`config.mk`:
```
export PLATFORM = sky130hd
export DESIGN_NAME = vc_demux_fifo_pair
export DESIGN_NICKNAME = d
export VERILOG_FILES = /design/src/rtl/vc_demux_fifo_pair.sv
export SDC_FILE = /design/constraint.sdc
export NUM_CORES = 1
export LEC_CHECK = 0
export CAP_MARGIN = 40
export CORE_ASPECT_RATIO = 0.7
export CORE_MARGIN = 3
export CORE_UTILIZATION = 40
export DETAILED_ROUTE_END_ITERATION = 16
export REMOVE_ABC_BUFFERS = 1
export SYNTH_ARGS = -nofsm -noshare
export SYNTH_HDL_FRONTEND = slang
export SYNTH_SLANG_ARGS = --single-unit
```
`constraint.sdc`:
```
create_clock -name clk -period 7.1 [get_ports clk]
set_input_delay 1.42 -clock clk [delete_from_list [all_inputs] [get_ports clk]]
set_output_delay 1.42 -clock clk [all_outputs]
set_load 0.005 [all_outputs]
```
`src/rtl/vc_demux_fifo_pair.sv`:
```
// Steers words popped from the main FIFO into two virtual-channel FIFOs by one
// class bit, and serves independent per-VC pops with registered outputs.

module vc_demux_fifo_ch #(
    parameter int DATA_WIDTH = 6,
    parameter int ADDR_WIDTH = 4,
    parameter int AF_THRESH  = 12
) (
    input  logic                  clk,
    input  logic                  reset_L,
    input  logic                  i_wr,
    input  logic [DATA_WIDTH-1:0] i_din,
    input  logic                  i_pop,
    output logic [DATA_WIDTH-1:0] o_dout,
    output logic                  o_valid,
    output logic                  o_pause,
    output logic                  o_empty,
    output logic [ADDR_WIDTH:0]   o_count,
    output logic                  o_error
);
    localparam int DEPTH = 2 ** ADDR_WIDTH;
    localparam int CW    = ADDR_WIDTH + 1;
    localparam logic [CW-1:0]         FULL_CNT = CW'(DEPTH);
    localparam logic [CW-1:0]         AF_CNT   = CW'(AF_THRESH);
    localparam logic [CW-1:0]         CNT_ONE  = CW'(1);
    localparam logic [ADDR_WIDTH-1:0] PTR_ONE  = ADDR_WIDTH'(1);

    logic [DATA_WIDTH-1:0] r_mem [DEPTH];
    logic [ADDR_WIDTH-1:0] r_wr_ptr;
    logic [ADDR_WIDTH-1:0] r_rd_ptr;
    logic [CW-1:0]         r_count;
    logic [DATA_WIDTH-1:0] r_dout;
    logic                  r_valid;
    logic                  r_error;

    logic w_empty;
    logic w_full;
    logic w_rd_ok;
    logic w_wr_ok;

    assign w_empty = (r_count == '0);
    assign w_full  = (r_count == FULL_CNT);
    assign w_rd_ok = i_pop & ~w_empty;
    // A read in the same cycle frees a slot, so a full FIFO still accepts the write.
    assign w_wr_ok = i_wr & (~w_full | w_rd_ok);

    always_ff @(posedge clk) begin
        if (w_wr_ok) begin
            r_mem[r_wr_ptr] <= i_din;
        end
    end

    always_ff @(posedge clk or negedge reset_L) begin
        if (!reset_L) begin
            r_wr_ptr <= '0;
            r_rd_ptr <= '0;
            r_count  <= '0;
            r_dout   <= '0;
            r_valid  <= 1'b0;
            r_error  <= 1'b0;
        end else begin
            r_valid <= w_rd_ok;
            if (w_rd_ok) begin
                r_dout   <= r_mem[r_rd_ptr];
                r_rd_ptr <= r_rd_ptr + PTR_ONE;
            end
            if (w_wr_ok) begin
                r_wr_ptr <= r_wr_ptr + PTR_ONE;
            end
            case ({w_wr_ok, w_rd_ok})
                2'b10:   r_count <= r_count + CNT_ONE;
                2'b01:   r_count <= r_count - CNT_ONE;
                default: r_count <= r_count;
            endcase
            if ((i_wr & ~w_wr_ok) | (i_pop & w_empty)) begin
                r_error <= 1'b1;
            end
        end
    end

    assign o_dout  = r_dout;
    assign o_valid = r_valid;
    assign o_count = r_count;
    assign o_error = r_error;
    assign o_empty = w_empty;
    assign o_pause = (r_count >= AF_CNT);
endmodule

module vc_demux_fifo_pair #(
    parameter int DATA_WIDTH = 6,
    parameter int VC_SEL_BIT = 5,
    parameter int ADDR_WIDTH = 4,
    parameter int AF_THRESH  = 12
) (
    input  logic                  clk,
    input  logic                  reset_L,
    input  logic [DATA_WIDTH-1:0] data_in,
    input  logic                  valid_in,
    input  logic                  pop_vc0,
    input  logic                  pop_vc1,
    output logic [DATA_WIDTH-1:0] data_out_vc0,
    output logic [DATA_WIDTH-1:0] data_out_vc1,
    output logic                  valid_out_vc0,
    output logic                  valid_out_vc1,
    output logic                  pause_vc0,
    output logic                  pause_vc1,
    output logic                  empty_vc0,
    output logic                  empty_vc1,
    output logic [ADDR_WIDTH:0]   count_vc0,
    output logic [ADDR_WIDTH:0]   count_vc1,
    output logic                  error_vc0,
    output logic                  error_vc1
);
    logic w_to_vc1;
    logic w_wr_vc0;
    logic w_wr_vc1;

    assign w_to_vc1 = data_in[VC_SEL_BIT];
    assign w_wr_vc0 = valid_in & ~w_to_vc1;
    assign w_wr_vc1 = valid_in & w_to_vc1;

    vc_demux_fifo_ch #(
        .DATA_WIDTH(DATA_WIDTH),
        .ADDR_WIDTH(ADDR_WIDTH),
        .AF_THRESH (AF_THRESH)
    ) u_vc0 (
        .clk    (clk),
        .reset_L(reset_L),
        .i_wr   (w_wr_vc0),
        .i_din  (data_in),
        .i_pop  (pop_vc0),
        .o_dout (data_out_vc0),
        .o_valid(valid_out_vc0),
        .o_pause(pause_vc0),
        .o_empty(empty_vc0),
        .o_count(count_vc0),
        .o_error(error_vc0)
    );

    vc_demux_fifo_ch #(
        .DATA_WIDTH(DATA_WIDTH),
        .ADDR_WIDTH(ADDR_WIDTH),
        .AF_THRESH (AF_THRESH)
    ) u_vc1 (
        .clk    (clk),
        .reset_L(reset_L),
        .i_wr   (w_wr_vc1),
        .i_din  (data_in),
        .i_pop  (pop_vc1),
        .o_dout (data_out_vc1),
        .o_valid(valid_out_vc1),
        .o_pause(pause_vc1),
        .o_empty(empty_vc1),
        .o_count(count_vc1),
        .o_error(error_vc1)
    );
endmodule

```
== Word level (Yosys, flattened, before mapping) ==
Memory sizes are Yosys's and may differ from the RTL's. A register that Yosys moved wholly into a read port is not among the register bits.
Index checks and enable logic that the tools add are counted.

* Register bits after elaboration: 30
* Bits of input ports: 11
* Output and inout port bits: 30
* Logic and storage cells: 61
* Memory bits (writable): 192
* Memories: 2

{| class="wikitable"
|+ Memories
! name !! words !! width !! rd ports !! clocked after memory_dff !! write ports !! line !! RTL
|-
| u_vc0.r_mem || 16 || 6 || 1 || 1 || 1 || 28 || <nowiki>logic [DATA_WIDTH-1:0] r_mem [DEPTH];</nowiki>
|-
| u_vc1.r_mem || 16 || 6 || 1 || 1 || 1 || 28 ||
|}

* Add/sub/neg operators: 8
* Equal/unequal tests: 6
* Reduce and logical (&&, ||, !) cells: 6
* Multiplexer cells: 6
* Bitwise logic cells: 21
* $lt $le $gt $ge: 2

{| class="wikitable"
|+ Operators by type and width
! operator !! number
|-
| 5-bit case mux with 2 select lines || 2
|-
| 4-bit by 1-bit adder with 4-bit output, second input constant || 4
|-
| 5-bit by 1-bit adder with 5-bit output, second input constant || 2
|-
| 1-bit AND || 10
|-
| 5-bit == test, second input constant || 2
|-
| 5-bit by 4-bit >= comparator with 1-bit output, second input constant || 2
|-
| 5-bit zero test || 2
|-
| 5-bit by 1-bit subtractor with 5-bit output, second input constant || 2
|-
| 1-bit NOT || 7
|-
| 2-bit by 1-bit == test with 1-bit output, second input constant || 2
|-
| 2-bit == test, second input constant || 2
|-
| 1-bit two-way mux || 4
|-
| 1-bit bitwise OR || 4
|-
| 2-bit nonzero test || 2
|-
| 1-bit zero test || 2
|}

== Longest topological paths before layout ==
* Word-level depth: 8
* Gate-level depth with buffers: 13
* Depth with buffers taken out: 10

== Cells and area by module ==
From an unflattened synthesis, not the netlist that was laid out.

* Cells, all modules: 540
* Area, all modules: 9,688.0 µm²

{| class="wikitable"
|+ By module, submodules not included
! module !! instances !! cells each !! sequential area each (µm²) !! area an instance (µm²)
|-
| vc_demux_fifo_ch (u_vc0) || 1 || 270 || 3,408.3 || 4,858.4
|-
| vc_demux_fifo_ch (u_vc1) || 1 || 268 || 3,408.3 || 4,813.4
|-
| vc_demux_fifo_pair || 1 || 2 || 0.0 || 16.3
|}

== Worst setup path after synthesis ==
No wires, ideal clock.

* Path kind: input to register
* Start: input pop_vc1
* End: register u_vc1.r_count[4], in the netlist u_vc1.o_count[4]
* Slack: 3,711 ps
* Data required time: 6,969 ps
* Library setup time: 131 ps
* Arrival time: 3,258 ps
* Stages on the path: 12
* Path buffers: 2
* Cell sequence: nand2b_1 > o21ba_1 > buf_6 > clkinv_2 > ha_1 > clkbuf_1 > xor2_1 > ha_1 > o211a_1 > o31ai_1 > a31oi_1 > xor2_1

* Longest elaborated chain between the ends: 5
* Elaborated cells between the ends (all ways): 7
* Classes of those cells: eq/ne: 2; mux: 1; bitwise: 3; reduce/logical: 1

{| class="wikitable"
|+ RTL lines
! what !! line !! RTL
|-
| start: declaration || 100 || <nowiki>input logic pop_vc1,</nowiki>
|-
| 1-bit AND * || 43 || <nowiki>assign w_rd_ok = i_pop & ~w_empty;</nowiki>
|-
| 1-bit bitwise OR || 45 || <nowiki>assign w_wr_ok = i_wr & (~w_full | w_rd_ok);</nowiki>
|-
| 1-bit AND || 45 ||
|-
| 2-bit by 1-bit == test with 1-bit output or 2-bit == test (tied branches) || 70 || <nowiki>case ({w_wr_ok, w_rd_ok})</nowiki>
|-
| 5-bit case mux with 2 select lines or 2-bit nonzero test (tied branches) || -- ||
|-
| end signal: assignment || 71 || <nowiki>2'b10: r_count <= r_count + CNT_ONE;</nowiki>
|-
| end signal: assignment || 72 || <nowiki>2'b01: r_count <= r_count - CNT_ONE;</nowiki>
|-
| end signal: assignment || 73 || <nowiki>default: r_count <= r_count;</nowiki>
|-
| end: declaration || 31 || <nowiki>logic [CW-1:0] r_count;</nowiki>
|}

Mark *: on every way between the ends. The rest lies on a longest branch, timed or not.
A chain may end at the register's enable or synchronous reset.

== Worst setup path after layout ==
* Start: input data_in[5]
* End: register u_vc1.r_count[4], in the netlist u_vc1.o_count[4]

* Longest elaborated chain between the ends: 4
* Elaborated cells between the ends (all ways): 6
* Classes of those cells: eq/ne: 2; mux: 1; bitwise: 2; reduce/logical: 1

{| class="wikitable"
|+ RTL lines
! what !! line !! RTL
|-
| start: declaration || 97 || <nowiki>input logic [DATA_WIDTH-1:0] data_in,</nowiki>
|-
| 1-bit AND * || 120 || <nowiki>assign w_wr_vc1 = valid_in & w_to_vc1;</nowiki>
|-
| 1-bit AND * || 45 ||
|-
| 2-bit by 1-bit == test with 1-bit output or 2-bit == test (tied branches) || 70 ||
|-
| 5-bit case mux with 2 select lines or 2-bit nonzero test (tied branches) || -- ||
|}

Marked as above.

==> reports/qor.yml <==
drive_gt1_frac: 0.220
drc: 0
synth_edf_count: 192
htree_levels: 1
grt_pass1_vias: 5042
cts_resized: 0
cts_root_buffer: "clkbuf_16"
comb_power_share: 0.287
fmax_mhz: 254
drt-total-wl_um: 19800
slew_violations: 0
setup_viol: 0
rows: 46
dp_hpwl_um: 13000
arrival_ns: 4.33
synthesis.instances: 532
synthArstFlopShare: 0.179
hold_buffers: 0
cap_violations: 0
fin_worst_skew_ns: 0.0209
fp.dieW_um: 192
cp_max_fo: 34
slew_headroom: 0.453
clk_pin_slew_worst_paths_ns: 0.06
setup_tns_ns: 0
cts_tree: "built"
worstMarginPinSlew_ns: 0.818
ir_drop_uv: 197
grt_pass1_wl_um: 30900
wl_per_cell_um: 21.6
end_kind: "flip-flop"
drtIter0Drc: 402
port_buffers: 40
p_switching_w: 0.00131
initial_core_util: 0.417
synth_ff_type: "edfxtp_1"
path_class: "in -> reg"
worst_skew_pair.late_latency_ns: 0.52
final_cells: 916
status: "finished, final reports clean"
syn_avg_cell_area_um2: 18.2
hold_viol: 0
fin_crit_ns: 3.94
antenna_cells: 0
leakagePower_nw: 3.81
ys_types: 46
boundaryPins: 41
cts.sink_count: 234
hold_ws_ns: 0.469
period_share: 0.555
yosysSeqAreaShare: 0.704
dp_cells: 872
dieArea_um2: 26100
antenna_found_initial: 0
grt_max_degree: 36
total_power_w: 0.00448
p_int_w: 0.00317
final_core_util: 0.487
ys_warn_count: 0
grt_overflow: 0
gp_congestion: 0.874
clk_path_buf_depth: 3
p_sw_frac: 0.292
final_cell_mix: "edfxtp_1 (192), mux4_2 (48), dfrtp_1 (42)"
min_to: "u_vc1.o_error"
cts_inserted_buffers: 24
antenna_left: 0
vias: 4915
hp-class: "reg -> reg"
die_h_um: 136
reg2reg_to: "u_vc1.o_count[4]"
rr_worst_depth: 9
cp.required_ns: 7.49
r2r_setup_slack_ns: 3.90
p_per_area_nw_per_um2: 397
cts_setup_buffers: 0
via_per_inst: 5.37
final_common_cell: "edfxtp_1"
pwr-share-clk: 0.300
fill_cells: 1885
rr_startpoint: "u_vc1.o_count[1]"
critPathLaunchType: "input port"
nets: 614
coreArea_um2: 23200
area_growth_pct: 16.6
dr.pass1.iters: 5
hold_path_depth: 1
worstHoldStart: "u_vc1.o_error"
syn_area_um2: 9680
rsz0062_at_grt: "false"
ys_ff_latch: 234
power_frac_seq: 0.413
track_usage: 0.157
==> critical path, cell delays in order <==
cell             delay, ns
clkdlybuf4s50_1       0.45
buf_4                 0.31
nand2_1               0.11
o21ba_1               0.38
clkinv_2              0.18
ha_1                  0.35
xor2_1                0.19
ha_1                  0.23
o211a_1               0.23
o31ai_1               0.22
a31oi_1               0.08
xor2_1                0.16
==> power groups by stage <==
stage | Combinational (W) | Sequential [W] | Clock, W
after floorplan | 0.000724 | 0.00193 | 0
after global placement | 0.00127 | 0.00186 | 0
after detailed placement | 0.00129 | 0.00187 | 0
after CTS | 0.00130 | 0.00184 | 0.00137
after global routing | 0.00141 | 0.00187 | 0.00142
final | 0.00129 | 0.00185 | 0.00134
==> synth_stat cells, types with 8 or more instances <==
| master | count | area, um^2 |
|---|---|---|
| a21oi_1 | 19 | 95.1 |
| and2_1 | 17 | 106 |
| buf_6 | 10 | 113 |
| dfrtp_1 | 42 | 1050 |
| edfxtp_1 | 192 | 5770 |
| ha_1 | 17 | 213 |
| inv_1 | 15 | 56.3 |
| mux2_2 | 14 | 158 |
| mux4_2 | 48 | 1080 |
| nand2_1 | 9 | 33.8 |
| nor2_1 | 16 | 60.1 |
| nor4_1 | 8 | 50.1 |
| o21ai_0 | 8 | 40.0 |
| o22ai_1 | 22 | 138 |
| xnor2_1 | 12 | 105 |
| xor2_1 | 12 | 105 |
==> how the worst max path moves through the flow <==
stage	end	cells after the start	slack, ns	startpoint
2_1_floorplan	u_vc1.o_count[4]	10	3.74	valid_in
3_3_place_gp	u_vc1.o_count[4]	12	2.70	data_in[5]
3_5_place_dp	u_vc1.o_count[4]	12	2.63	data_in[5]
4_1_cts	u_vc1.o_count[4]	12	3.17	data_in[5]
5_1_grt	u_vc1.o_count[4]	12	2.91	data_in[5]
6_report	u_vc1.o_count[4]	12	3.16	data_in[5]
==> area by class of cell <==
class	count	area (um^2)	area share
Inverter	17	70.1	0.00621
Multi-Input combinational cell	250	2580	0.228
Tap cell	312	390	0.0346
Clock buffer	29	651	0.0576
Timing Repair Buffer	59	578	0.0512
Sequential cell	234	6820	0.604
Clock inverter	15	206	0.0183
==> kinds of logic (layout without fill, tap and decap cells) <==
kind of cell             count (synthesis)  after routing  share of synthesized area
multiplexers                            64             64                      0.131
AO/OA/AOI/OAI                           68             68                     0.0461
buffers and inverters                   48            120                     0.0299
adder cells (fa/ha/maj)                 17             17                     0.0220
flip-flops                             234            234                      0.704
AND/OR/NAND/NOR                         77             77                     0.0452
XOR/XNOR                                24             24                     0.0217
==> sequential cells by signal, indices dropped and copies added, names as in the netlist, 5 cells and up <==
register	cells
u_vc0.o_count	5
u_vc0.o_dout	6
u_vc0.r_mem	96
u_vc1.o_count	5
u_vc1.o_dout	6
u_vc1.r_mem	96
==> through the flow <==
| step | setup slack (ns) | cell area, um^2 |
|---|---|---|
| after global placement | 2.70 | 10400 |
| final | 3.16 | 11300 |
| after detailed placement | 2.63 | 10400 |
| after floorplan | 3.74 | 9460 |
| after CTS | 3.17 | 11300 |
| after global routing | 2.91 | 11300 |
==> layer usage <==
layer | up-vias | track usage | part of all wire
met5 | - | 0 | 0
met4 | 0 | 0.0277 | 0.012
met2 | 137 | 0.226 | 0.43
met1 | 2548 | 0.249 | 0.50
met3 | 21 | 0.0327 | 0.060
li1 | 2209 | - | -
No activity file was read; power rests on OpenSTA's default activity.
